### config.mk
export PLATFORM = sky130hd
export DESIGN_NAME = sram_access_arbiter_flat
export DESIGN_NICKNAME = d
export VERILOG_FILES = /design/src/rtl/sram_access_arbiter_if.sv /design/src/rtl/sram_access_arbiter.sv /design/src/flat_wrapper.sv
export SDC_FILE = /design/constraint.sdc
export NUM_CORES = 1
export LEC_CHECK = 0
export BUFFER_PORTS_ARGS = -buffer_cell sky130_fd_sc_hd__buf_2
export CORE_UTILIZATION = 45
export CTS_BUF_LIST = sky130_fd_sc_hd__clkbuf_16
export DETAILED_ROUTE_END_ITERATION = 10
export PLACE_DENSITY = 0.78
export SYNTH_ARGS = -nofsm -noshare
export SYNTH_HDL_FRONTEND = slang
export SYNTH_SLANG_ARGS = --single-unit
### constraint.sdc
create_clock -name i_clk -period 3.9 [get_ports i_clk]
set_input_delay 0.585 -clock i_clk [delete_from_list [all_inputs] [get_ports i_clk]]
set_output_delay 0.585 -clock i_clk [all_outputs]
set_load 0.01 [all_outputs]
### src/rtl/sram_access_arbiter_if.sv
// sram_access_arbiter_if
//   Bundles the two client request/response channels and the external SRAM
//   pin set of the SRAM access arbiter.
//   slave  : arbiter side (client requests and SRAM read data in; grants,
//            read responses, SRAM pins and lock_err out).
//   master : environment side (clients and SRAM pads), the mirror image.
interface sram_access_arbiter_if #(
    parameter int ADDR_W = 20,
    parameter int DATA_W = 16
);
    // client A
    logic              i_a_req;
    logic              i_a_lock;
    logic              i_a_we;
    logic [ADDR_W-1:0] i_a_addr;
    logic [DATA_W-1:0] i_a_wdata;
    logic              o_a_gnt;
    logic              o_a_rvalid;
    logic [DATA_W-1:0] o_a_rdata;
    // client B
    logic              i_b_req;
    logic              i_b_lock;
    logic              i_b_we;
    logic [ADDR_W-1:0] i_b_addr;
    logic [DATA_W-1:0] i_b_wdata;
    logic              o_b_gnt;
    logic              o_b_rvalid;
    logic [DATA_W-1:0] o_b_rdata;
    // SRAM pins
    logic [ADDR_W-1:0] o_SRAM_ADDR;
    logic              o_SRAM_WE;
    logic              o_SRAM_OE;
    logic [DATA_W-1:0] o_SRAM_DQ_OUT;
    logic              o_SRAM_DQ_OE;
    logic [DATA_W-1:0] i_SRAM_DQ;
    logic              o_lock_err;

    modport slave (
        input  i_a_req, i_a_lock, i_a_we, i_a_addr, i_a_wdata,
        input  i_b_req, i_b_lock, i_b_we, i_b_addr, i_b_wdata,
        input  i_SRAM_DQ,
        output o_a_gnt, o_a_rvalid, o_a_rdata,
        output o_b_gnt, o_b_rvalid, o_b_rdata,
        output o_SRAM_ADDR, o_SRAM_WE, o_SRAM_OE, o_SRAM_DQ_OUT, o_SRAM_DQ_OE,
        output o_lock_err
    );

    modport master (
        output i_a_req, i_a_lock, i_a_we, i_a_addr, i_a_wdata,
        output i_b_req, i_b_lock, i_b_we, i_b_addr, i_b_wdata,
        output i_SRAM_DQ,
        input  o_a_gnt, o_a_rvalid, o_a_rdata,
        input  o_b_gnt, o_b_rvalid, o_b_rdata,
        input  o_SRAM_ADDR, o_SRAM_WE, o_SRAM_OE, o_SRAM_DQ_OUT, o_SRAM_DQ_OE,
        input  o_lock_err
    );
endinterface

### src/rtl/sram_access_arbiter.sv
// sram_access_arbiter
//   Round-robin arbiter sharing one 16-bit SRAM between the texture-transfer
//   engine (client A) and the pixel readout path (client B). A client may
//   lock ownership for multi-word accesses; a lock held for MAX_LOCK grants
//   while the other client waits is force-broken.
//   Ports:
//     i_clk   : system clock
//     i_rst_n : asynchronous active-low reset
//     bus     : client channels + SRAM pins (sram_access_arbiter_if.slave)
//   Timing: gnt is combinational in cycle t, the command is on the SRAM pins
//   in t+1, read data is sampled at the end of t+1 and returned with rvalid
//   in t+2. o_lock_err pulses in the cycle after the forced hand-over grant.
module sram_access_arbiter #(
    parameter int ADDR_W   = 20,
    parameter int DATA_W   = 16,
    parameter int MAX_LOCK = 4
) (
    input  logic                  i_clk,
    input  logic                  i_rst_n,
    sram_access_arbiter_if.slave  bus
);
    localparam int CNT_W = $clog2(MAX_LOCK + 1);
    localparam logic [CNT_W-1:0] CNT_MAX = CNT_W'(MAX_LOCK);

    typedef enum logic [1:0] {S_FREE, S_LOCK_A, S_LOCK_B} state_t;

    state_t           state_q, state_d;
    logic             ptr_q, ptr_d;     // 0 = A favoured, 1 = B favoured
    logic [CNT_W-1:0] cnt_q, cnt_d;
    logic             gnt_a, gnt_b, brk;

    // ---------------- arbitration FSM ----------------
    always_ff @(posedge i_clk or negedge i_rst_n) begin
        if (!i_rst_n) begin
            state_q <= S_FREE;
            ptr_q   <= 1'b0;
            cnt_q   <= '0;
        end else begin
            state_q <= state_d;
            ptr_q   <= ptr_d;
            cnt_q   <= cnt_d;
        end
    end

    always_comb begin
        state_d = state_q;
        ptr_d   = ptr_q;
        cnt_d   = cnt_q;
        gnt_a   = 1'b0;
        gnt_b   = 1'b0;
        brk     = 1'b0;
        case (state_q)
            S_FREE: begin
                if (bus.i_a_req && (!bus.i_b_req || !ptr_q)) gnt_a = 1'b1;
                else if (bus.i_b_req)                          gnt_b = 1'b1;
            end
            S_LOCK_A: begin
                // Lock exhausted and B waiting: hand over in this same cycle
                // so no idle slot appears on the SRAM.
                if (cnt_q >= CNT_MAX && bus.i_b_req) begin
                    gnt_b = 1'b1;
                    brk   = 1'b1;
                end else if (bus.i_a_req) begin
                    gnt_a = 1'b1;
                end else begin
                    state_d = S_FREE;
                    cnt_d   = '0;
                end
            end
            S_LOCK_B: begin
                if (cnt_q >= CNT_MAX && bus.i_a_req) begin
                    gnt_a = 1'b1;
                    brk   = 1'b1;
                end else if (bus.i_b_req) begin
                    gnt_b = 1'b1;
                end else begin
                    state_d = S_FREE;
                    cnt_d   = '0;
                end
            end
            default: begin
                state_d = S_FREE;
                cnt_d   = '0;
            end
        endcase

        // Every grant hands priority to the other client; lock bit of the
        // granted access decides whether ownership is kept.
        if (gnt_a) begin
            ptr_d = 1'b1;
            if (bus.i_a_lock) begin
                state_d = S_LOCK_A;
                if (state_q == S_LOCK_A) cnt_d = (cnt_q == CNT_MAX) ? cnt_q : cnt_q + 1'b1;
                else                     cnt_d = CNT_W'(1);
            end else begin
                state_d = S_FREE;
                cnt_d   = '0;
            end
        end else if (gnt_b) begin
            ptr_d = 1'b0;
            if (bus.i_b_lock) begin
                state_d = S_LOCK_B;
                if (state_q == S_LOCK_B) cnt_d = (cnt_q == CNT_MAX) ? cnt_q : cnt_q + 1'b1;
                else                     cnt_d = CNT_W'(1);
            end else begin
                state_d = S_FREE;
                cnt_d   = '0;
            end
        end
    end

    // Grants are masked during reset so all outputs show reset values.
    assign bus.o_a_gnt = gnt_a & i_rst_n;
    assign bus.o_b_gnt = gnt_b & i_rst_n;

    // ---------------- SRAM command / read return ----------------
    logic              c_we;
    logic [ADDR_W-1:0] c_addr;
    logic [DATA_W-1:0] c_wdata;

    assign c_we    = gnt_b ? bus.i_b_we    : bus.i_a_we;
    assign c_addr  = gnt_b ? bus.i_b_addr  : bus.i_a_addr;
    assign c_wdata = gnt_b ? bus.i_b_wdata : bus.i_a_wdata;

    logic              sram_we_n, sram_oe_n, dq_oe, lock_err;
    logic [ADDR_W-1:0] sram_addr;
    logic [DATA_W-1:0] dq_out;
    logic              rd_pend, rd_own_b;   // read on the pins this cycle, owner
    logic              a_rvalid, b_rvalid;
    logic [DATA_W-1:0] a_rdata, b_rdata;

    always_ff @(posedge i_clk or negedge i_rst_n) begin
        if (!i_rst_n) begin
            sram_we_n <= 1'b1;
            sram_oe_n <= 1'b1;
            dq_oe     <= 1'b0;
            sram_addr <= '0;
            dq_out    <= '0;
            rd_pend   <= 1'b0;
            rd_own_b  <= 1'b0;
            a_rvalid  <= 1'b0;
            b_rvalid  <= 1'b0;
            a_rdata   <= '0;
            b_rdata   <= '0;
            lock_err  <= 1'b0;
        end else begin
            // idle unless a command was granted; address and DQ_OUT hold
            sram_we_n <= 1'b1;
            sram_oe_n <= 1'b1;
            dq_oe     <= 1'b0;
            rd_pend   <= 1'b0;
            lock_err  <= brk;
            if (gnt_a || gnt_b) begin
                sram_addr <= c_addr;
                rd_own_b  <= gnt_b;
                if (c_we) begin
                    sram_we_n <= 1'b0;
                    dq_oe     <= 1'b1;
                    dq_out    <= c_wdata;
                end else begin
                    sram_oe_n <= 1'b0;
                    rd_pend   <= 1'b1;
                end
            end
            // sample DQ at the end of the read's pin cycle
            a_rvalid <= rd_pend && !rd_own_b;
            b_rvalid <= rd_pend &&  rd_own_b;
            if (rd_pend && !rd_own_b) a_rdata <= bus.i_SRAM_DQ;
            if (rd_pend &&  rd_own_b) b_rdata <= bus.i_SRAM_DQ;
        end
    end

    assign bus.o_SRAM_ADDR   = sram_addr;
    assign bus.o_SRAM_WE     = sram_we_n;
    assign bus.o_SRAM_OE     = sram_oe_n;
    assign bus.o_SRAM_DQ_OUT = dq_out;
    assign bus.o_SRAM_DQ_OE  = dq_oe;
    assign bus.o_a_rvalid    = a_rvalid;
    assign bus.o_b_rvalid    = b_rvalid;
    assign bus.o_a_rdata     = a_rdata;
    assign bus.o_b_rdata     = b_rdata;
    assign bus.o_lock_err    = lock_err;
endmodule

### src/flat_wrapper.sv
// flat-port wrapper written by rule: the top's interface ports become plain ports
module sram_access_arbiter_flat 
#(
    parameter int ADDR_W   = 20,
    parameter int DATA_W   = 16,
    parameter int MAX_LOCK = 4
)
  (i_clk, i_rst_n, bus_i_a_req, bus_i_a_lock, bus_i_a_we, bus_i_a_addr, bus_i_a_wdata, bus_i_b_req, bus_i_b_lock, bus_i_b_we, bus_i_b_addr, bus_i_b_wdata, bus_i_SRAM_DQ, bus_o_a_gnt, bus_o_a_rvalid, bus_o_a_rdata, bus_o_b_gnt, bus_o_b_rvalid, bus_o_b_rdata, bus_o_SRAM_ADDR, bus_o_SRAM_WE, bus_o_SRAM_OE, bus_o_SRAM_DQ_OUT, bus_o_SRAM_DQ_OE, bus_o_lock_err);
  sram_access_arbiter_if #(.ADDR_W(ADDR_W), .DATA_W(DATA_W)) bus_i ();
  input  logic i_clk;
  input  logic i_rst_n;
  input wire logic [$bits(bus_i.i_a_req)-1:0] bus_i_a_req;
  input wire logic [$bits(bus_i.i_a_lock)-1:0] bus_i_a_lock;
  input wire logic [$bits(bus_i.i_a_we)-1:0] bus_i_a_we;
  input wire logic [$bits(bus_i.i_a_addr)-1:0] bus_i_a_addr;
  input wire logic [$bits(bus_i.i_a_wdata)-1:0] bus_i_a_wdata;
  input wire logic [$bits(bus_i.i_b_req)-1:0] bus_i_b_req;
  input wire logic [$bits(bus_i.i_b_lock)-1:0] bus_i_b_lock;
  input wire logic [$bits(bus_i.i_b_we)-1:0] bus_i_b_we;
  input wire logic [$bits(bus_i.i_b_addr)-1:0] bus_i_b_addr;
  input wire logic [$bits(bus_i.i_b_wdata)-1:0] bus_i_b_wdata;
  input wire logic [$bits(bus_i.i_SRAM_DQ)-1:0] bus_i_SRAM_DQ;
  output wire logic [$bits(bus_i.o_a_gnt)-1:0] bus_o_a_gnt;
  output wire logic [$bits(bus_i.o_a_rvalid)-1:0] bus_o_a_rvalid;
  output wire logic [$bits(bus_i.o_a_rdata)-1:0] bus_o_a_rdata;
  output wire logic [$bits(bus_i.o_b_gnt)-1:0] bus_o_b_gnt;
  output wire logic [$bits(bus_i.o_b_rvalid)-1:0] bus_o_b_rvalid;
  output wire logic [$bits(bus_i.o_b_rdata)-1:0] bus_o_b_rdata;
  output wire logic [$bits(bus_i.o_SRAM_ADDR)-1:0] bus_o_SRAM_ADDR;
  output wire logic [$bits(bus_i.o_SRAM_WE)-1:0] bus_o_SRAM_WE;
  output wire logic [$bits(bus_i.o_SRAM_OE)-1:0] bus_o_SRAM_OE;
  output wire logic [$bits(bus_i.o_SRAM_DQ_OUT)-1:0] bus_o_SRAM_DQ_OUT;
  output wire logic [$bits(bus_i.o_SRAM_DQ_OE)-1:0] bus_o_SRAM_DQ_OE;
  output wire logic [$bits(bus_i.o_lock_err)-1:0] bus_o_lock_err;
  assign bus_i.i_a_req = bus_i_a_req;
  assign bus_i.i_a_lock = bus_i_a_lock;
  assign bus_i.i_a_we = bus_i_a_we;
  assign bus_i.i_a_addr = bus_i_a_addr;
  assign bus_i.i_a_wdata = bus_i_a_wdata;
  assign bus_i.i_b_req = bus_i_b_req;
  assign bus_i.i_b_lock = bus_i_b_lock;
  assign bus_i.i_b_we = bus_i_b_we;
  assign bus_i.i_b_addr = bus_i_b_addr;
  assign bus_i.i_b_wdata = bus_i_b_wdata;
  assign bus_i.i_SRAM_DQ = bus_i_SRAM_DQ;
  assign bus_o_a_gnt = bus_i.o_a_gnt;
  assign bus_o_a_rvalid = bus_i.o_a_rvalid;
  assign bus_o_a_rdata = bus_i.o_a_rdata;
  assign bus_o_b_gnt = bus_i.o_b_gnt;
  assign bus_o_b_rvalid = bus_i.o_b_rvalid;
  assign bus_o_b_rdata = bus_i.o_b_rdata;
  assign bus_o_SRAM_ADDR = bus_i.o_SRAM_ADDR;
  assign bus_o_SRAM_WE = bus_i.o_SRAM_WE;
  assign bus_o_SRAM_OE = bus_i.o_SRAM_OE;
  assign bus_o_SRAM_DQ_OUT = bus_i.o_SRAM_DQ_OUT;
  assign bus_o_SRAM_DQ_OE = bus_i.o_SRAM_DQ_OE;
  assign bus_o_lock_err = bus_i.o_lock_err;
  sram_access_arbiter #(.ADDR_W(ADDR_W), .DATA_W(DATA_W), .MAX_LOCK(MAX_LOCK)) u_core (.i_clk(i_clk), .i_rst_n(i_rst_n), .bus(bus_i));
endmodule
After elaboration in Yosys (flattened, before gate mapping)
Index checks and enable logic that the tools add are counted.

word-level totals
  register bits = 82
  input bits = 96
  output and inout bits = 76
  word-level logic and storage cells = 84

cells by class
  $add $sub $neg = 1
  $lt $le $gt $ge = 1
  equal/unequal tests = 8
  multiplexer cells = 43
  bitwise operators = 2
  reduce and logical (&&, ||, !) cells = 14

operator list
  kind                                                    count
  two-way mux 3 bit                                       11
  two-way mux 20 bit                                      1
  two-way mux 1 bit                                       18
  two-way mux 16 bit                                      1
  inequality test 4 x 2 -> 1 bit (second input constant)  4
  two-way mux 2 bit                                       7
  case mux 3 bit (3 select lines)                         1
  case mux 1 bit (3 select lines)                         2
  case mux 2 bit (3 select lines)                         1
  logical AND 1 bit                                       5
  AND reduction 5 bit                                     1
  adder 3 x 1 -> 3 bit (second input constant)            1
  == test 3 bit (second input constant)                   1
  >= comparator 3 bit (second input constant)             1
  logical NOT 1 bit                                       3
  inequality test 3 x 1 -> 1 bit (second input constant)  1
  AND 1 bit                                               2
  == test 2 x 1 -> 1 bit (second input constant)          1
  == test 2 bit (second input constant)                   1
  logical NOT 2 bit                                       1
  logical OR 1 bit                                        2
  case mux 1 bit (2 select lines)                         1
  AND reduction 2 bit                                     1
  nonzero test 2 bit                                      1

Depth between registers and ports, before layout
Gate-level depths: netlist (run 1).

  depth in word-level cells = 8
  mapped depth = 10
  mapped depth without buffers = 7

Least setup slack after synthesis (run 1)
Ideal clock, no wire load.

  path type = register to output
  from = register u_core.state_q[0]
  to = output port bus_o_b_gnt
  arrival time = 1.682 ns
  data required time = 3.315 ns
  setup slack = 1.633 ns
  stages on the path, launching flop included = 8
  buffers on the path = 2
  path through = dfrtp_1 -> inv_1 -> ha_1 -> buf_2 -> nand2b_1 -> a31oi_1 -> buf_2 -> and2_1

on the way
  cells in the longest elaborated chain, start to end = 3
  elaborated cells on any way between the ends = 5
  those cells by class = 2 x eq/ne; 1 x mux; 1 x bitwise; 1 x reduce/logical

RTL lines
  element                                      RTL line                    RTL
  start: declaration                           sram_access_arbiter.sv:27   state_t state_q, state_d;
  start signal: assignment                     sram_access_arbiter.sv:39   state_q <= state_d;
  == test 2 bit, or another cell as far along  sram_access_arbiter.sv:52   case (state_q)
  case mux 1 bit (3 select lines) *            sram_access_arbiter.sv:52
  AND 1 bit *                                  sram_access_arbiter.sv:114  assign bus.o_b_gnt = gnt_b & i_rst_n;
  end: declaration                             flat_wrapper.sv:26          output wire logic [$bits(bus_i.o_b_gnt)-1:0] bus_o_b_gnt;

Every way passes the cells marked *; elsewhere a longest branch is shown, timed or not.

Worst setup path after layout (run 1)
  from = register u_core.state_q[1]
  to = output port bus_o_b_gnt

The elaborated chain is that of the path after synthesis.

==> results.tsv, run 1 <==
metric	value	unit
hold_buffers	0	
clk_latency	0.33	ns
timing.rr.start	u_core.state_q[0]$_DFFE_PN0P_	
grt_max_degree	48	
rows	32	
wirelength	8.90	mm
netlist_instances	314	
layout-drive-gt1-share	48.8	%
gp_congestion	0.859	
async_reset_ff_share	100	%
crit_chain	inv_1 -> ha_1 -> a22oi_1 -> a31oi_4 -> buf_4 -> and2_1 -> buf_2	
synth_cell_types	36	
grt.total_usage	21.5	%
crit_path_end	bus_o_b_gnt	
outcome	finished clean	
grt_pass1_wl	14.0	mm
yosysTopAreaCell	dfrtp_1	
tightest_slew	0.757	ns
dieWidth	92.1	µm
crit_family	buffers and inverters	
drt_iter0_drc	65	
fin_area	0.00490	mm²
crit_type	flop to output port	
area_delta_synth_final	34.3	%
dp_hpwl	6.49	mm
rsz0062_at_grt	no	
ant_nets	0	
drc_errors	0	
r2r_cells	7	
critPathLaunchType	flop	
grt.overflow.total	0	
ys_seq_area_share	56.3	%
synth.area.top_cells	dfrtp_1, mux2_2, mux2i_1	
antenna_found_initial	0	
tns	0	ns
post_cts_resized	0	
ir_worst_vdd	0.315	mV
yosysWarnings	0	
die_y	92.1	µm
critPathBufInv	3	
clock-root-buffer	clkbuf_16	
netlist_area	0.00365	mm²
cp-end-kind	output port	
synth_top_area_share	54.8	%
cts_max_path_buffers	2	
slew_headroom	49.4	%
io_buffer_count	171	
period_needed	2.82	ns
numCtsBuffers	9	
reg2reg_slack	1.40	ns
setup_ws	1.08	ns
io_pins	172	
synth_edf_count	0	
critPathMaxFanout	22	
crit_arrival	2.24	ns
min_path_type	primary input to asynchronous set/reset pin	
hold_viol_final	0	
r2r-end	u_core.bus.o_SRAM_DQ_OUT[5]$_DFFE_PN0P_	
clkSlewWorstSetupHoldPaths	0.06	ns
critPathMaxStageDelay	0.41	ns
routed-via-count	2935	
core_area	0.00777	mm²
synthTopCellsByCount	dfrtp_1, mux2_2, nand2_1	
synth-seq-cells	82	
finClkSkew	0.00889	ns
postPlaceCellArea	0.00459	mm²
slew_violations	0	
cts_sinks	82	
fmax	354	MHz
synth_ff_type	dfrtp_1	
place_ws	1.43	ns
crit_required	3.31	ns
yosysMostFrequentCell	dfrtp_1	
via_per_inst	4.97	
diodes	0	
drt-wirelength-per-cell	15.1	µm
finalCritPeriodShare	72.4	%
tritoncts	built	
htreeDepth	3	
drt-pass1-iter-count	4	
slowest_stage	dfrtp_1	
dieArea	0.00848	mm²
p_leak	0.00250	µW
crit_cells	7	
finalSetupViolCount	0	
post_cts_buffers	0	
startpoint	u_core.state_q[1]$_DFFE_PN0P_	
synth_nets	416	
grt_pass1_vias	2946	
nets	585	
initial_core_util	47.0	%
powerDensity	852	mW/mm²
synth.avg_cell_area	11.6	µm²
maxCapViolations	0	
-- flip-flops by register name (all words and copies together), names as in the netlist, 2 cells and up --
signal                    cells
u_core.state_q                2
u_core.bus.o_SRAM_DQ_OUT     16
u_core.cnt_q                  3
u_core.bus.o_SRAM_ADDR       20
u_core.bus.o_b_rdata         16
u_core.bus.o_a_rdata         16
-- logic make-up after synthesis --
| group | after synthesis | synth area share [%] |
|---|---|---|
| adders and majority gates | 6 | 2.06 |
| muxes | 53 | 15.6 |
| AOI/OAI and AO/OA | 76 | 13.9 |
| and+or+nand+nor | 52 | 6.79 |
| DFF | 82 | 56.3 |
| buffers and inverters | 44 | 5.07 |
| xor gates and xnor gates | 1 | 0.240 |
-- report_power, final --
group,switching (µW),total (µW),leakage (µW),internal (µW)
sequential,217,1490,0.000969,1270
clock,354,861,0.000145,507
combinational,1010,1820,0.00139,810
-- worst min path at each step --
| stage | start | to | slack [ns] |
|---|---|---|---|
| floorplan | i_rst_n | u_core.bus.o_SRAM_ADDR[0]$_DFFE_PN0P_ | 0.29 |
| global placement | u_core.bus.o_SRAM_ADDR[12]$_DFFE_PN0P_ | u_core.bus.o_SRAM_ADDR[12]$_DFFE_PN0P_ | 0.46 |
| detailed placement | u_core.bus.o_SRAM_ADDR[11]$_DFFE_PN0P_ | u_core.bus.o_SRAM_ADDR[11]$_DFFE_PN0P_ | 0.46 |
| CTS | i_rst_n | u_core.state_q[1]$_DFFE_PN0P_ | 0.23 |
| global route | i_rst_n | u_core.state_q[1]$_DFFE_PN0P_ | 0.25 |
| finish | i_rst_n | u_core.state_q[1]$_DFFE_PN0P_ | 0.21 |
-- routing by layer --
metal	vias to the layer above	GRT usage, %	routed length (µm)
met5	-	0	0
met4	0	6.64	115
met3	8	4.64	525
met2	107	39.2	4620
met1	1382	24.9	3640
li1	1438	-	-
-- layout by cell type, fill, tap and decap left out, types with 2 or more instances in the layout --
cell,Yosys,final
a21o_1,3,3
a21oi_1,9,9
a21oi_2,8,8
a22o_1,3,3
a22oi_1,2,2
a31o_2,2,2
a31oi_1,3,2
and2_1,2,2
and3_1,2,2
buf_2,4,170
buf_4,0,4
clkbuf_16,0,9
clkinvlp_4,0,2
dfrtp_1,80,80
dfstp_2,2,2
ha_1,6,6
inv_1,28,28
inv_6,0,3
mux2_2,32,32
mux2i_1,21,21
nand2_1,29,29
nand2b_1,4,4
nand3_1,5,5
nor2_1,6,6
o21ai_0,23,23
o21bai_1,2,2
o22ai_1,16,16
-- metrics by stage --
step	std cells	total power [µW]	hold slack, ns	utilization, %
final	590	4180	0.211	63.1
after global routing	590	4460	0.248	63.1
after CTS	590	4220	0.230	63.1
after detailed placement	574	3340	0.465	59.1
after global placement	574	3250	0.460	59.1
after floorplan	314	2650	0.289	-
-- layout make-up --
class                      count  area (µm²)
clock buffer                   9         225
timing repair buffer         174         881
tap                          102         128
multi-input combinational    188        1430
inverter                      28         105
sequential                    82        2050
fill                         630        2870
clock inverter                 7        82.6
(Power assumes the default switching activity.)
==> run 2: changes to the inputs <==
--- a/config.mk
+++ b/config.mk
@@ -6,10 +6,10 @@
 export NUM_CORES = 1
 export LEC_CHECK = 0
 export BUFFER_PORTS_ARGS = -buffer_cell sky130_fd_sc_hd__buf_2
-export CORE_UTILIZATION = 45
+export CORE_UTILIZATION = 42
 export CTS_BUF_LIST = sky130_fd_sc_hd__clkbuf_16
 export DETAILED_ROUTE_END_ITERATION = 10
-export PLACE_DENSITY = 0.78
+export PLACE_DENSITY = 0.76
 export SYNTH_ARGS = -nofsm -noshare
 export SYNTH_HDL_FRONTEND = slang
 export SYNTH_SLANG_ARGS = --single-unit
==> constraint.sdc (replaced) <==
create_clock -name i_clk -period 2.4 [get_ports i_clk]
set_input_delay 0.36 -clock i_clk [delete_from_list [all_inputs] [get_ports i_clk]]
set_output_delay 0.36 -clock i_clk [all_outputs]
set_load 0.01 [all_outputs]
==> results.tsv, run 2 (same netlist as run 1, synthesis figures left out) <==
metric	value	unit
final_common_cell	buf_2	
maxCapViolations	0	
fmax	442	MHz
layout-drive-gt1-share	50.2	%
powerDensity	1370	mW/mm²
critPathBufInv	2	
slowest_stage	dfrtp_1	
io_pins	172	
post-route-util	60.1	%
final_cell_mix	buf_2, dfrtp_1, mux2_2	
nFillCells	699	
slew_violations	0	
grt_max_degree	57	
finalSetupViolCount	0	
period_needed	2.26	ns
finalCritPeriodShare	94.2	%
hold_buffers	0	
ir_worst_vdd	0.543	mV
ant_nets	0	
reg2reg_slack	0.28	ns
outcome	finished clean	
dieArea	0.00907	mm²
clock-root-buffer	clkbuf_16	
crit_type	flop to output port	
htreeDepth	3	
cts_sinks	82	
drt-pass1-iter-count	4	
antenna_found_initial	0	
dp_hpwl	6.16	mm
rows	33	
crit_arrival	1.90	ns
die_y	95.2	µm
cp-end-kind	output port	
grt.overflow.total	0	
largest_reg_flops	20	
grt_pass1_wl	13.0	mm
multi_input_area	0.00144	mm²
tightest_slew	0.715	ns
clkSlewWorstSetupHoldPaths	0.06	ns
nets	593	
drt_iter0_drc	94	
drc_errors	0	
timing.rr.start	u_core.state_q[0]$_DFFE_PN0P_	
tritoncts	built	
area_delta_synth_final	36.6	%
via_per_inst	4.93	
grt_pass1_vias	2896	
gp_congestion	0.917	
grt.total_usage	18.5	%
cts_max_path_buffers	2	
crit_family	flip-flops	
min_path_type	primary input to asynchronous set/reset pin	
critPathMaxStageDelay	0.43	ns
routed-via-count	2962	
finClkSkew	0.00772	ns
diodes	0	
critPathLaunchType	flop	
numCtsBuffers	9	
hold_viol_final	0	
io_buffer_count	171	
slew_headroom	52.2	%
dieWidth	95.2	µm
rsz0062_at_grt	no	
critPathMaxFanout	6	
dp.cells	584	
core_area	0.00830	mm²
initial_core_util	44.0	%
p_leak	0.00254	µW
wirelength	8.19	mm
crit_required	2.04	ns
r2r_cells	8	
drt-wirelength-per-cell	13.6	µm
r2r-end	u_core.cnt_q[1]$_DFFE_PN0P_	
finalNonFillerCells	601	
regArea	0.00205	mm²
clk_latency	0.33	ns
crit_chain	inv_1 -> ha_1 -> nand2b_1 -> a311oi_4 -> and2_1 -> buf_2	
tns	0	ns
## run 2: cell count changes in the layout (fill, tap and decap cells not counted), sizes merged
cell	change
inv	-2
clkinvlp	-1
buf	+8
clkinv	+3
## run 2: cell type report
cell class | instances | area share [%]
flip-flops and latches | 82 | 41.2
multi-input cells | 188 | 28.9
repair buffers | 182 | 19.1
clock buffers | 9 | 4.52
well taps | 105 | 2.63
inverters | 28 | 2.11
clock inverters | 7 | 1.53
## run 2: metrics by stage
step | power (µW) | setup slack [ns] | cell area (µm²) | hold slack, ns
3_5_place_dp | 5480 | 0.253 | 4660 | 0.428
2_1_floorplan | 4310 | 0.328 | 3650 | 0.0644
3_3_place_gp | 5360 | 0.325 | 4660 | 0.417
6_report | 6830 | 0.138 | 4990 | 0.0616
4_1_cts | 6870 | 0.0409 | 4970 | 0.0750
5_1_grt | 7340 | 0.0114 | 4990 | 0.0890
## run 2: worst max path at each step
| stage | depth (start not counted) | slack (ns) | to | startpoint |
|---|---|---|---|---|
| 5_1_grt | 6 | 0.01 | bus_o_a_gnt | u_core.state_q[1]$_DFFE_PN0P_ |
| 3_5_place_dp | 7 | 0.25 | u_core.cnt_q[0]$_DFFE_PN0P_ | u_core.state_q[0]$_DFFE_PN0P_ |
| 3_3_place_gp | 7 | 0.32 | u_core.cnt_q[0]$_DFFE_PN0P_ | u_core.state_q[0]$_DFFE_PN0P_ |
| 6_report | 6 | 0.14 | bus_o_a_gnt | u_core.state_q[1]$_DFFE_PN0P_ |
| 2_1_floorplan | 10 | 0.33 | u_core.bus.o_SRAM_DQ_OUT[10]$_DFFE_PN0P_ | u_core.state_q[0]$_DFFE_PN0P_ |
| 4_1_cts | 6 | 0.04 | bus_o_a_gnt | u_core.state_q[0]$_DFFE_PN0P_ |
## run 2: routing by layer
layer	global-route usage [%]	part of all wire (%)	vias to the layer above	routed length, µm
met5	0	0	-	0
met4	8.84	2.1	0	170
met3	3.35	5.5	15	454
met2	32.1	50	108	4080
met1	22.2	43	1398	3480
li1	-	-	1441	-
## run 2: power by group
group	total (µW)	internal, µW	leakage, µW	switching (µW)
clock	1370	813	0.000144	555
sequential	2410	2070	0.000969	338
combinational	3050	1430	0.00143	1620
total	6830	4310	0.00254	2510
## run 2: timing repair
item	in CTS	in global routing
pin swaps	0	1
buffers inserted	0	1
resized for setup	2	2
setup endpoints to repair	1	2
hold endpoints to repair	0	0
